$ cat src/rtl/encoder_velocity_sampler.sv
// Samples a wrapping encoder count once per PERIOD_CYCLES window and publishes the signed delta.
// Define ENC_VEL_SATURATE_EN to clamp out-of-range deltas instead of wrapping to VEL_WIDTH bits.
module encoder_velocity_sampler #(
    parameter int COUNT_WIDTH   = 15,
    parameter int VEL_WIDTH     = 12,
    parameter int PERIOD_CYCLES = 1000
) (
    input  logic                   clk,
    input  logic                   reset,
    input  logic [COUNT_WIDTH-1:0] count,
    input  logic                   rd_ack,
    output logic [VEL_WIDTH-1:0]   vel,
    output logic                   vel_valid,
    output logic                   overrun
);

    localparam int TIMER_W = $clog2(PERIOD_CYCLES);
    localparam logic [TIMER_W-1:0] TICK_AT = TIMER_W'(PERIOD_CYCLES - 1);

    typedef enum logic [1:0] {
        PRIME,
        WAIT_TICK,
        CALC,
        PUBLISH
    } state_t;

    state_t                 state_q, state_d;
    logic [TIMER_W-1:0]     timer_q, timer_d;
    logic [COUNT_WIDTH-1:0] prev_count_q, prev_count_d;
    logic [COUNT_WIDTH-1:0] cur_count_q, cur_count_d;
    logic [VEL_WIDTH-1:0]   delta_q, delta_d;
    logic [VEL_WIDTH-1:0]   vel_q, vel_d;
    logic                   vel_valid_q, vel_valid_d;
    logic                   overrun_q, overrun_d;

    logic                   tick;
    logic [COUNT_WIDTH-1:0] raw_delta;
    logic [VEL_WIDTH-1:0]   vel_next;

    assign tick      = (timer_q == TICK_AT);
    // Modular subtraction makes wrap-around of the upstream counter transparent.
    assign raw_delta = cur_count_q - prev_count_q;

`ifdef ENC_VEL_SATURATE_EN
    localparam logic signed [COUNT_WIDTH-1:0] VEL_MAX = COUNT_WIDTH'((1 << (VEL_WIDTH - 1)) - 1);
    localparam logic signed [COUNT_WIDTH-1:0] VEL_MIN = COUNT_WIDTH'(-(1 << (VEL_WIDTH - 1)));

    always_comb begin
        if ($signed(raw_delta) > VEL_MAX) begin
            vel_next = VEL_MAX[VEL_WIDTH-1:0];
        end else if ($signed(raw_delta) < VEL_MIN) begin
            vel_next = VEL_MIN[VEL_WIDTH-1:0];
        end else begin
            vel_next = VEL_WIDTH'(raw_delta);
        end
    end
`else
    assign vel_next = VEL_WIDTH'(raw_delta);
`endif

    always_comb begin
        state_d      = state_q;
        timer_d      = tick ? '0 : timer_q + 1'b1;
        prev_count_d = prev_count_q;
        cur_count_d  = cur_count_q;
        delta_d      = delta_q;
        vel_d        = vel_q;
        vel_valid_d  = vel_valid_q;
        overrun_d    = overrun_q;

        if (rd_ack && vel_valid_q) begin
            vel_valid_d = 1'b0;
        end

        case (state_q)
            PRIME: begin
                if (tick) begin
                    prev_count_d = count;
                    state_d      = WAIT_TICK;
                end
            end
            WAIT_TICK: begin
                if (tick) begin
                    cur_count_d = count;
                    state_d     = CALC;
                end
            end
            CALC: begin
                delta_d      = vel_next;
                prev_count_d = cur_count_q;
                state_d      = PUBLISH;
            end
            PUBLISH: begin
                // A publish overrides a coincident acknowledge; only an unread sample counts as overrun.
                vel_d       = delta_q;
                vel_valid_d = 1'b1;
                if (vel_valid_q && !rd_ack) begin
                    overrun_d = 1'b1;
                end
                state_d = WAIT_TICK;
            end
            default: state_d = PRIME;
        endcase
    end

    always_ff @(posedge clk) begin
        if (reset) begin
            state_q      <= PRIME;
            timer_q      <= '0;
            prev_count_q <= '0;
            cur_count_q  <= '0;
            delta_q      <= '0;
            vel_q        <= '0;
            vel_valid_q  <= 1'b0;
            overrun_q    <= 1'b0;
        end else begin
            state_q      <= state_d;
            timer_q      <= timer_d;
            prev_count_q <= prev_count_d;
            cur_count_q  <= cur_count_d;
            delta_q      <= delta_d;
            vel_q        <= vel_d;
            vel_valid_q  <= vel_valid_d;
            overrun_q    <= overrun_d;
        end
    end

    assign vel       = vel_q;
    assign vel_valid = vel_valid_q;
    assign overrun   = overrun_q;

endmodule

$ cat config.mk
export PLATFORM = sky130hd
export DESIGN_NAME = encoder_velocity_sampler
export DESIGN_NICKNAME = d
export VERILOG_FILES = /design/src/rtl/encoder_velocity_sampler.sv
export SDC_FILE = /design/constraint.sdc
export NUM_CORES = 1
export LEC_CHECK = 0
export ABC_AREA = 1
export ABC_CLOCK_PERIOD_IN_PS = 1860
export CORE_ASPECT_RATIO = 1.5
export CORE_MARGIN = 3
export CORE_UTILIZATION = 40
export CTS_CLUSTER_DIAMETER = 200
export CTS_CLUSTER_SIZE = 8
export DETAILED_ROUTE_END_ITERATION = 8
export PLACE_DENSITY = 0.66
export SYNTH_ARGS = -nofsm -noshare
export SYNTH_HDL_FRONTEND = slang
export SYNTH_SLANG_ARGS = --single-unit
$ cat constraint.sdc
create_clock -name clk -period 1.86 [get_ports clk]
set_input_delay 0.372 -clock clk [delete_from_list [all_inputs] [get_ports clk]]
set_output_delay 0.372 -clock clk [all_outputs]
set_load 0.005 [all_outputs]
==> impl.org, run 1 <==
** GRT
- The via count of the first global-routing pass was 2779.
- Congestion Overflow GR :: 0
- The number of antenna violations at the first check in global routing was 0.
- GRT Resource Usage Total :: 0.172
- Pin count of the biggest net entering global routing :: 25
- The first global-routing pass estimated ~12000 um of wire.

** Route
- For this block, the routed nets add up to slightly below 7000 um of wire.
- Post-detailed-route count of antenna-violating nets :: 0
- Detailed Route Iter0 Violations :: ~150
- Iteration count of the initial detailed-routing pass :: 4
- In the final routed layout, each cell accounts on average for 11.5 um.
- In the routed layout, each cell is associated on average with a via count of 4.72.
- In the routed design, unresolved DRC markers number 0.
- Total vias in the final route :: around 2800

** CTS
- The longest clock path from root to sink contains 2 buffers.
- Clock latency on the worst-skew pair, taken at its later pin, is approximately 0.33 ns.
- In this run the clock root is driven by a sky130_fd_sc_hd__clkbuf_16.
- TritonCTS built the clock tree.
- For this design, the CTS-stage hold fixing added 0 buffers.
- After clock tree synthesis, the clock-pin slew on the worst setup and hold paths is 0.05 ns.
- The number of clock buffers added by TritonCTS is 9.
- Post-CTS setup buffer count :: 0
- Clock tree synthesis found a total of 62 sinks.
- The H-tree was split into 3 levels.

** Placed design
- Once placement completed, the tool counted placed cells totaling approximately 580.
- Number of buffer cells added on primary ports :: 28
- OpenSTA, run right after detailed placement, puts the worst setup slack at roughly 0.066 ns.
- Weighted congestion reported at the end of routability-driven placement :: around 0.90
- Post-DP HPWL :: 5150 um

** Setup path
- Counting stages on the worst path, the most repeated cell is sky130_fd_sc_hd__inv_1.
- Critical Path End Type :: flop
- In this design, the stage delay of the slowest critical-path cell is 0.36 ns.
- Worst EP required :: 2.14 ns
- Worst-path maximum fanout :: 3
- Critical path, cell by cell :: inv_1 -> ha_1 -> fa_2 -> inv_1 -> nand3_1 -> nand3_2 -> nand2_1 -> a21o_1 -> nand3_1 -> nand2_1 -> inv_1
- Critical path startpoint category :: flop
- The number of buffers and inverters on the critical path is 3.
- STA puts the critical path data arrival time at around 2.0 ns.
- Crit path max-delay cell type :: sky130_fd_sc_hd__fa_2
- The kind of cell with the highest combined delay along the critical path is adder cells.
- By startpoint and endpoint, the worst setup path is classified as reg -> reg.

** Die
- For this design the top-level I/O count stands at 32.
- The core region is between 7000 and 8000 sq um.
- The die covers 9020 sq um.
- Starting utilization of the core area :: 0.412
- Die height :: 115 um
- Die Width :: 78.6 um
- # rows :: 39

** STA
- Post-route worst setup slack :: about 0.16 ns
- Worst Clk Skew :: slightly above 0.007 ns
- In the final timing run, aggregate negative setup slack is 0 ns.
- Time the worst path needs with I/O delays and setup :: 1.70 ns
- Based on the critical path, the design can be clocked at up to between 0.5 and 0.6 GHz.
- Final worst path period share :: 0.911
- Total count of hold-check failures in the final report :: 0
- Setup repair after global routing left no endpoint under its margin.
- At the pin with the least slew margin, the transition time is ~0.48 ns.
- Measured against its own limit, the worst slew margin works out to 0.681.
- The number of pins with negative max-slew slack in the final report is 0.
- Total setup violations reported at the end of the flow :: 0

** Run status
- Status :: completed

** Synth
- For this run, the register share of the synthesized area comes to 0.393.
- In this run the mean area of a mapped cell was ~7 sq um.
- Largest cells by area after synthesis :: sky130_fd_sc_hd__dfxtp_1, sky130_fd_sc_hd__nor2_1, sky130_fd_sc_hd__nand2_1
- After synthesis, the netlist uses 26 different library cells.
- After synthesis the cells add up to approximately 3200 sq um.
- Summed over all instances, the cell type with the most area after synthesis is sky130_fd_sc_hd__dfxtp_1.
- Number of storage elements in the synthesis netlist :: between 60 and 70
- The Yosys step of the flow raised 0 warnings.
- When the netlist entered floorplanning its net count stood at 496.
- After technology mapping, the gate count stands at 460.
- The share of synthesized area in the top cell type comes to 0.393.

** Final layout
- Fill cell count :: 783
- Most common cell after layout, fill and taps aside :: sky130_fd_sc_hd__nor2_1
- Commonest non-fill, non-tap cells in the layout :: sky130_fd_sc_hd__nor2_1, sky130_fd_sc_hd__nand2_1, sky130_fd_sc_hd__dfxtp_1
- The repair_antennas step left the layout with diodes totalling 0.
- Relative to the synthesized area, the layout overhead comes to 23.5%.
- The finished layout holds ~600 standard cells, fillers aside.
- Of the cells placed in the final design, the portion with a size suffix greater than 1 is 0.0765.
- The final layout contains between 500 and 600 nets.

** Job
- Across the run, the number of max-cap violations was 0.

** Worst hold path
- Worst hold path type :: reg -> reg

** Power and ir drop
- Pwr per Cell Area :: between 900 and 1000 nW/um^2
- Worst vdd rail ir drop :: 0.656 mV
- Leak pwr :: between 1.5 and 2 nW
- Total power consumption of the routed design :: about 3.5 mW
## registers in the layout, indices dropped and copies added (netlist names)
signal	count
timer_q	10
delta_q	12
vel_valid	1
state_q	2
vel	12
prev_count_q	12
cur_count_q	12
overrun	1
## stage by stage
| step | util | instance area (sq um) | hold WS, ns |
|---|---|---|---|
| floorplan | - | 3160 | 0.418 |
| global placement | 0.464 | 3550 | 0.431 |
| detailed placement | 0.464 | 3550 | 0.441 |
| CTS | 0.508 | 3890 | 0.453 |
| global route | 0.509 | 3900 | 0.465 |
| finish | 0.509 | 3900 | 0.447 |
## report_power, final
part           switching, mW  total, mW  internal [mW]
sequential            0.0257       1.39           1.36
clock                  0.572       1.91           1.33
combinational          0.148      0.254          0.106
## final cells by class
| type | count | area, sq um | share of cell area |
|---|---|---|---|
| flip-flops and latches | 62 | 1240 | 0.318 |
| clock inverters | 4 | 95.1 | 0.0244 |
| inverters | 58 | 218 | 0.0558 |
| multi-input cells | 325 | 1630 | 0.418 |
| clock buffers | 11 | 243 | 0.0622 |
| repair buffers | 37 | 348 | 0.0892 |
| well taps | 102 | 128 | 0.0327 |
## final timing paths
| check | start | to | slack [ns] | depth (start not counted) |
|---|---|---|---|---|
| worst max-delay path | cur_count_q[0] | delta_q[8] | 0.16 | 11 |
| worst min-delay path | timer_q[0] | timer_q[0] | 0.45 | 1 |
| worst max register to register | cur_count_q[0] | delta_q[8] | 0.16 | 11 |
| worst min register to register | timer_q[0] | timer_q[0] | 0.45 | 1 |
## cells in the mapped netlist
| cell | count |
|---|---|
| sky130_fd_sc_hd__and3_1 | 4 |
| sky130_fd_sc_hd__fa_1 | 1 |
| sky130_fd_sc_hd__and2_1 | 1 |
| sky130_fd_sc_hd__clkbuf_1 | 11 |
| sky130_fd_sc_hd__o21ai_1 | 16 |
| sky130_fd_sc_hd__nor2_2 | 1 |
| sky130_fd_sc_hd__a21oi_2 | 3 |
| sky130_fd_sc_hd__xor2_1 | 5 |
| sky130_fd_sc_hd__nand4_1 | 5 |
| sky130_fd_sc_hd__a21o_1 | 3 |
| sky130_fd_sc_hd__nor3_1 | 3 |
| sky130_fd_sc_hd__nor2_4 | 2 |
| sky130_fd_sc_hd__dfxtp_1 | 62 |
| sky130_fd_sc_hd__buf_6 | 3 |
| sky130_fd_sc_hd__nand2_1 | 90 |
| sky130_fd_sc_hd__ha_1 | 17 |
| sky130_fd_sc_hd__inv_1 | 55 |
| sky130_fd_sc_hd__a21oi_1 | 13 |
| sky130_fd_sc_hd__inv_2 | 3 |
| sky130_fd_sc_hd__nand2_2 | 3 |
| sky130_fd_sc_hd__buf_4 | 1 |
| sky130_fd_sc_hd__xnor2_1 | 3 |
| sky130_fd_sc_hd__nor2_1 | 100 |
| sky130_fd_sc_hd__o21a_1 | 3 |
| sky130_fd_sc_hd__nand3_1 | 32 |
| sky130_fd_sc_hd__o21ai_0 | 20 |
## cells by family after synthesis
group                    count (synthesis)  synth area share
adder cells (fa/ha/maj)                 18            0.0737
flip-flops                              62             0.393
AND/OR/NAND/NOR                        241             0.316
XOR/XNOR                                 8            0.0222
buffers and inverters                   73            0.0951
AO/OA/AOI/OAI                           58             0.100
## layer usage
metal  share of wire  up-vias  wire length (um)  global-route usage
li1                -     1509                 -                   -
met1            0.42     1258              2920               0.174
met3           0.035       15               244              0.0408
met5               0        -                 0                   0
met2            0.51       44              3540               0.311
met4           0.028        0               192               0.116
## what timing repair did
action                     CTS  global route
gates resized for setup      0             3
hold endpoints to repair     0             0
setup endpoints to repair    0             4
No activity file was read; power rests on OpenSTA's default activity.
==> run 2, diff against run 1 <==
ABC_CLOCK_PERIOD_IN_PS = 1470   (was 1860)
CTS_BUF_LIST = sky130_fd_sc_hd__clkbuf_8   (was default)
PLACE_DENSITY = 0.68   (was 0.66)
clock period = 1.47 ns   (was 1.86 ns; I/O delays follow)
==> run 2 against run 1 <==
Effect of this change: the run now ends with setup timing left; die area is the same; register-to-register slack got worse by 0.28 ns; fmax rose by 7.2%; clock skew grew 0.0037 ns; total power fell by 0.25%; wire length is 14% higher; worst setup slack worse by 0.28 ns; sequential cell count did not move; sequential share of layout area is 2.9 points lower; sequential power grew 27%.
==> impl.org, run 2 (same netlist as run 1, synthesis figures left out) <==
** Run status
- Status :: complete, but fails checks
- Violated checks :: setup timing

** Setup path
- The number of buffers and inverters on the critical path is 3.
- In this run the worst path has a maximum fanout of 3.
- Critical path, cell by cell :: inv_2 -> ha_4 -> fa_2 -> inv_2 -> nand3_2 -> nand3_4 -> nand2_2 -> a21o_1 -> nand3_2 -> nand2_1 -> inv_1
- Stages on the worst setup path :: 11
- Slowest stage delay, CP :: 0.34 ns
- STA classifies the critical path startpoint as a flop.
- The critical path in this run is classified as reg -> reg.
- Worst EP required :: ~1.8 ns
- Data arrival time at the worst-slack endpoint :: between 1.5 and 2 ns
- FF-to-FF setup slack :: -0.11 ns
- The worst register-to-register path ends at delta_q[8].
- Source of the worst register-to-register timing path :: cur_count_q[0]
- Kind of cell with the highest combined delay on the critical path :: adder cells
- Crit path max-delay cell type :: sky130_fd_sc_hd__fa_2
- Critical Path End Type :: flop
- For the worst flop-to-flop path, the logic depth is 11.

** Final layout
- From synthesis to final layout, the design area changed by 38.1%.
- Core Util, Final :: 0.570
- Leaving out fill and tap cells, the most frequent cells in the layout are sky130_fd_sc_hd__nor2_1, sky130_fd_sc_hd__nand2_1, sky130_fd_sc_hd__inv_1.
- Share of final-layout standard cells stronger than drive strength 1 :: 0.249
- Antenna diode count :: 0
- The library cell used most frequently in the layout, excluding fill and tap cells, is sky130_fd_sc_hd__nor2_1.
- Layout Nets :: about 560

** STA
- RSZ-0062 raised after global routing :: yes
- Upper clock frequency limit :: between 0.6 and 0.7 GHz
- Once routing completed, OpenROAD measured the worst setup slack at -0.111 ns.
- The final-report hold violation count came to 0.
- Counting I/O delays and the setup requirement, the final critical path takes 1.58 ns.
- Headroom to the max-slew limit came out at 0.795.
- The number of pins with negative max-slew slack in the final report was 0.
- Total setup violations reported at the end of the flow :: 4
- On the final layout, the worst hold slack is roughly 0.46 ns.
- Worst Clk Skew :: between 0.01 and 0.015 ns
- At the pin with the least slew margin, the transition time is roughly 0.31 ns.
- Dividing the final minimum period by the clock period gives 1.08.

** Placed design
- Post-DP HPWL :: about 5000 um
- Buffers placed on the I/O ports in this run total 28.
- At the end of routability-driven placement, the weighted congestion stood at 0.871.

** CTS
- In this run, CTS created clock tree buffers numbering 9.
- Number of H-tree levels :: 3
- Count of hold-fix buffers inserted at cts :: 0
- Cell chosen for the clock root :: sky130_fd_sc_hd__clkbuf_8
- Clock network latency to the later pin of the worst-skew pair :: approximately 0.36 ns
- TritonCTS built the clock tree.
- Clock transition at path regs :: roughly 0.07 ns
- Buffer depth of the longest clock path :: 2
- The tree built by TritonCTS fans out to slightly above 60 sinks.

** Die
- The die covers between 9000 and 10000 sq um.
- Die height :: 115 um
- The die is 78.6 um wide.
- 32 I/O pins were placed.
- The floorplan has 39 rows.
- Starting utilization of the core area :: 0.412
- After floorplanning, the core was sized to cover between 7000 and 8000 sq um.

** GRT
- Vias in the first global route :: approximately 2800
- Global-route wire length before repair :: roughly 12000 um
- Antenna violations before repair :: 0
- Across every metal layer, demand over resource in global routing totals 0.168.
- Pin count of the biggest net entering global routing :: 25
- Summed over all layers, the global routing overflow is 0.

** Route
- Drt via density :: approximately 4.8
- The first routing iteration left 117 violations.
- Total wire length :: roughly 8000 um
- Post-detailed-route count of antenna-violating nets :: 0
- Total vias in the final route :: roughly 3000
- The first detailed-routing pass took 4 iterations.
- Mean routed wirelength per cell :: approximately 12 um
- After detailed routing, the number of remaining DRC violations is 0.

** Job
- The tool flagged a number of max-cap violations equal to 0.

** Worst hold path
- Hold Path End :: overrun
- Hold path startpoint :: overrun
- Along the worst hold path, the cell count comes to 1.
- Worst hold path type :: reg -> reg

** Power and ir drop
- Across the VDD grid, the largest voltage drop is around 0.46 mV.
- For this design the ratio of total power to cell area is between 800 and 900 nW/um^2.
- Leak pwr :: about 2 nW
## run 2: cell types whose count changed in the layout (fill, tap and decap cells not counted), sizes merged
| cell | before | now |
|---|---|---|
| buf | 9 | 39 |
| bufinv | 3 | 1 |
| clkdlybuf4s50 | 28 | 14 |
| clkinv | 1 | 2 |
| clkinvlp | 0 | 1 |
| dlygate4sd2 | 0 | 13 |
| dlymetal6s2s | 0 | 1 |
| inv | 58 | 61 |
## run 2: through the flow
stage                     setup TNS [ns]  power [mW]  worst slack [ns]  area (sq um)  std cells
after floorplan                 -0.00394        2.00          -0.00315          3190        460
after CTS                         -0.226        3.53           -0.0899          4060        625
after global placement            -0.449        2.11           -0.0925          3780        608
after detailed placement          -0.554        2.12            -0.107          3780        608
after global routing              -0.818        3.71            -0.182          4360        632
final                             -0.357        3.54            -0.111          4360        632
## run 2: where the power goes
group          switching [mW]  internal, mW
clock network           0.660         0.758
logic                   0.201         0.159
registers              0.0357          1.73
## run 2: area by class of cell
type                       count  area [sq um]
clock inverter                 7          58.8
sequential                    62          1260
timing repair buffer          69           642
clock buffer                   9           124
multi-input combinational    325          1930
inverter                      58           225
fill                         709          3300
tap                          102           128
## run 2: what timing repair did
| item | CTS | global route |
|---|---|---|
| pin swaps | 4 | 15 |
| cloned | 0 | 2 |
| buffers inserted | 1 | 5 |
| gates resized for setup | 28 | 63 |
| setup endpoints to repair | 22 | 38 |
## run 2: worst max-delay path by stage
stage	slack, ns	end	from
3_5_place_dp	-0.11	delta_q[8]	cur_count_q[0]
3_3_place_gp	-0.09	delta_q[8]	cur_count_q[0]
6_report	-0.11	delta_q[8]	cur_count_q[0]
4_1_cts	-0.09	delta_q[8]	cur_count_q[0]
5_1_grt	-0.18	delta_q[9]	prev_count_q[2]
2_1_floorplan	-0.003	delta_q[8]	cur_count_q[0]
## run 2: routing by layer
metal | track usage | part of all wire
met5 | 0 | 0
met2 | 0.288 | 0.53
met3 | 0.0470 | 0.043
met4 | 0.0805 | 0.017
met1 | 0.192 | 0.41
==> run 3, diff against run 2 <==
ABC_CLOCK_PERIOD_IN_PS = 1550   (was 1470)
PLACE_DENSITY = 0.66   (was 0.68)
TNS_END_PERCENT = 100   (was default)
clock period = 1.55 ns   (was 1.47 ns; I/O delays follow)
==> run 3 against run 2 <==
Effect of this change: the flow now finishes without violations; die area stayed put; non-clock buffer count shrank 20; global-route usage about the same; critical path depth unchanged; clock power rose by 5%; wire length shrank 10%; utilization decreased by 3.5 points; fmax is 3.8% higher; critical path type unchanged; highest routed layer unchanged.
==> impl.org, run 3 (same netlist as run 1, synthesis figures left out) <==
** Setup path
- Along the worst path, the maximum fanout reaches 3.
- In this run the register-to-register setup slack is 0.03 ns.
- End of the worst register-to-register path :: delta_q[6]
- Source of the worst register-to-register timing path :: cur_count_q[0]
- Reg2reg path depth :: 11
- Slowest stage delay, CP :: about 0.34 ns
- Kind of cell with the highest combined delay on the critical path :: adder cells
- Worst EP required :: 1.84 ns
- Worst Setup Path Type :: reg -> reg
- The critical path goes through inv_2 -> ha_4 -> fa_2 -> inv_2 -> nand3_2 -> nand3_4 -> nand2_2 -> a21o_1 -> nand3_2 -> nand2_1 -> inv_1.
- Data arrival time at the worst-slack endpoint :: roughly 1.8 ns
- The number of buffers and inverters on the critical path is 3.
- STA classifies the critical path startpoint as a flop.
- The largest individual stage delay along the critical path comes from the cell sky130_fd_sc_hd__fa_2.
- The worst setup path is captured at a flop.

** CTS
- Number of sinks on the clock net :: 62
- Buffers inserted during clock tree synthesis total 9.
- Clock network latency to the later pin of the worst-skew pair :: 0.34 ns
- TritonCTS clock tree :: yes
- CTS placed an instance of sky130_fd_sc_hd__clkbuf_8 at the clock tree root.
- The H-tree was split into 3 levels.
- The clock passes through at most 2 buffers.
- After clock tree synthesis, the clock-pin slew on the worst setup and hold paths is around 0.07 ns.

** Route
- Detailed Route Iter0 Violations :: 121
- In the final routed layout, each cell accounts on average for roughly 12 um.
- Routed signal wires occupy layers up through met4.
- Drt via density :: around 4.7
- Post-route met1 wirelength :: about 3000 um
- Iteration count of the initial detailed-routing pass :: 4
- Post-detailed-route count of antenna-violating nets :: 0
- Wires add up to 7060 um.
- Across all layers, the routed design uses ~2900 vias.
- Routed wl met3 :: ~250 um
- In the detailed route, the total length drawn on met2 is ~3600 um.
- In the routed design, unresolved DRC markers number 0.

** Worst hold path
- Counting instances, the worst hold path has a depth of 1.
- Hold Path End :: timer_q[0]
- Worst hold path type :: reg -> reg
- The worst hold path begins at timer_q[0].

** Placed design
- The congestion estimate from routability-driven global placement came to 0.857.
- Worst-case setup slack after placement :: -0.0841 ns
- Post-DP HPWL :: slightly below 5000 um
- Input and output buffers added on the ports amount to 28.
- In this run the cell area measured after placement is around 3700 sq um.

** Power and ir drop
- For this design the static power due to leakage is 1.87 nW.
- Worst vdd rail ir drop :: ~0.44 mV
- Power spread over the standard cell area amounts to around 850 nW/um^2.

** Final layout
- The net count of the finished layout is about 540.
- In the final layout, the share of cells above drive strength 1 is 0.171.
- In the layout the commonest cells are sky130_fd_sc_hd__nor2_1, sky130_fd_sc_hd__nand2_1, sky130_fd_sc_hd__dfxtp_1.
- Core Util, Final :: 0.535
- The library cell used most frequently in the layout, excluding fill and tap cells, is sky130_fd_sc_hd__nor2_1.
- Post-route standard cell area excluding fillers :: between 4000 and 5000 sq um
- Synthesis-to-finish area growth :: 29.7%
- Antenna diode count :: 0

** STA
- Number of pins exceeding their max-slew limit in the final report :: 0
- Post-route worst setup slack :: 0.0270 ns
- Total setup violations reported at the end of the flow :: 0
- The worst path in the final design needs a cycle of 1.52 ns, including I/O delays and setup.
- Of the available clock period, the critical path in the final layout requires 0.983.
- Hold is met by approximately 0.42 ns.
- RSZ-0062 raised after global routing :: yes
- Upper clock frequency limit :: between 0.6 and 0.7 GHz
- The worst pin sits at a relative slew slack of 0.817.
- Least-Margin Pin Slew :: roughly 0.27 ns
- Worst Clk Skew :: roughly 0.0047 ns
- Total count of hold-check failures in the final report :: 0
- After routing, the total negative slack on setup checks comes to 0 ns.

** Run status
- The run finished with clean final reports.

** Die
- Die Width :: 78.6 um
- The core region is approximately 7700 sq um.
- Die Outline Area :: 9020 sq um
- The initialized floorplan defines 39 standard-cell rows.
- Die height :: 115 um
- IO Count :: 32
- Starting utilization of the core area :: 0.412

** GRT
- GRT Resource Usage Total :: 0.168
- Antenna violations before repair :: 0
- Pin count of the biggest net entering global routing :: 27
- The total overflow left after global routing is 0.
- The first global-routing pass estimated roughly 12000 um of wire.
- The via count of the first global-routing pass came to approximately 2700.

** Job
- Max-cap check violation count :: 0
==> run 3: changes by cell type in the layout (fill, tap and decap cells not counted), moves of 3 or more <==
cell	before	now
sky130_fd_sc_hd__buf_4	35	17
sky130_fd_sc_hd__nand3_2	7	4
sky130_fd_sc_hd__nand2_1	75	82
sky130_fd_sc_hd__nand2_4	3	0
sky130_fd_sc_hd__nand3_1	23	27
sky130_fd_sc_hd__dfxtp_1	47	57
sky130_fd_sc_hd__nand2_2	15	11
sky130_fd_sc_hd__dlygate4sd2_1	13	0
sky130_fd_sc_hd__dfxtp_2	15	5
sky130_fd_sc_hd__clkdlybuf4s50_1	14	26
==> run 3: report_power, final <==
group | leakage, nW | total [mW] | switching, mW | internal [mW]
Clock | 0.110 | 1.49 | 0.606 | 0.881
Combinational | 1.26 | 0.312 | 0.179 | 0.132
Sequential | 0.502 | 1.67 | 0.0330 | 1.63
Total | 1.87 | 3.46 | 0.818 | 2.65
==> run 3: worst max-delay path by stage <==
stage,from,end,slack [ns],cells past startpoint
2_1_floorplan,cur_count_q[0],delta_q[8],0.02,11
5_1_grt,cur_count_q[0],delta_q[6],-0.09,11
3_5_place_dp,cur_count_q[0],delta_q[8],-0.08,11
3_3_place_gp,cur_count_q[0],delta_q[8],-0.06,11
4_1_cts,cur_count_q[0],delta_q[8],0.002,11
6_report,cur_count_q[0],delta_q[6],0.03,11
==> run 3: worst register-to-register path, delay by kind of cell, from the launching register on <==
family                   cells  cell delay [ns]
flip-flops                   1             0.32
adder cells (fa/ha/maj)      2             0.50
buffers and inverters        3             0.16
AO/OA/AOI/OAI                1             0.16
AND/OR/NAND/NOR              5             0.33
==> run 3: layout make-up <==
cell class	instances	area (sq um)
Clock buffer	9	124
Inverter	58	223
Timing Repair Buffer	49	475
Fill cell	731	3560
Tap cell	102	128
Sequential cell	62	1250
Multi-Input combinational cell	325	1820
Clock inverter	6	78.8
==> run 3: per-stage QoR <==
step	total power [mW]	instances
finish	3.46	611
global route	3.63	611
CTS	3.51	610
detailed placement	2.01	595
global placement	1.99	595
floorplan	1.89	460
==> run 3: timing repair <==
item | CTS | global route
hold buffers | 0 | 0
buffers inserted | 0 | 1
endpoints found under the setup margin | 5 | 34
pin swaps | 2 | 2
gates resized for setup | 15 | 35
==> run 3: layer usage <==
metal | track usage | vias to the layer above
li1 | - | 1529
met1 | 0.183 | 1267
met2 | 0.299 | 57
met3 | 0.0353 | 15
met4 | 0.0968 | 0
met5 | 0 | -
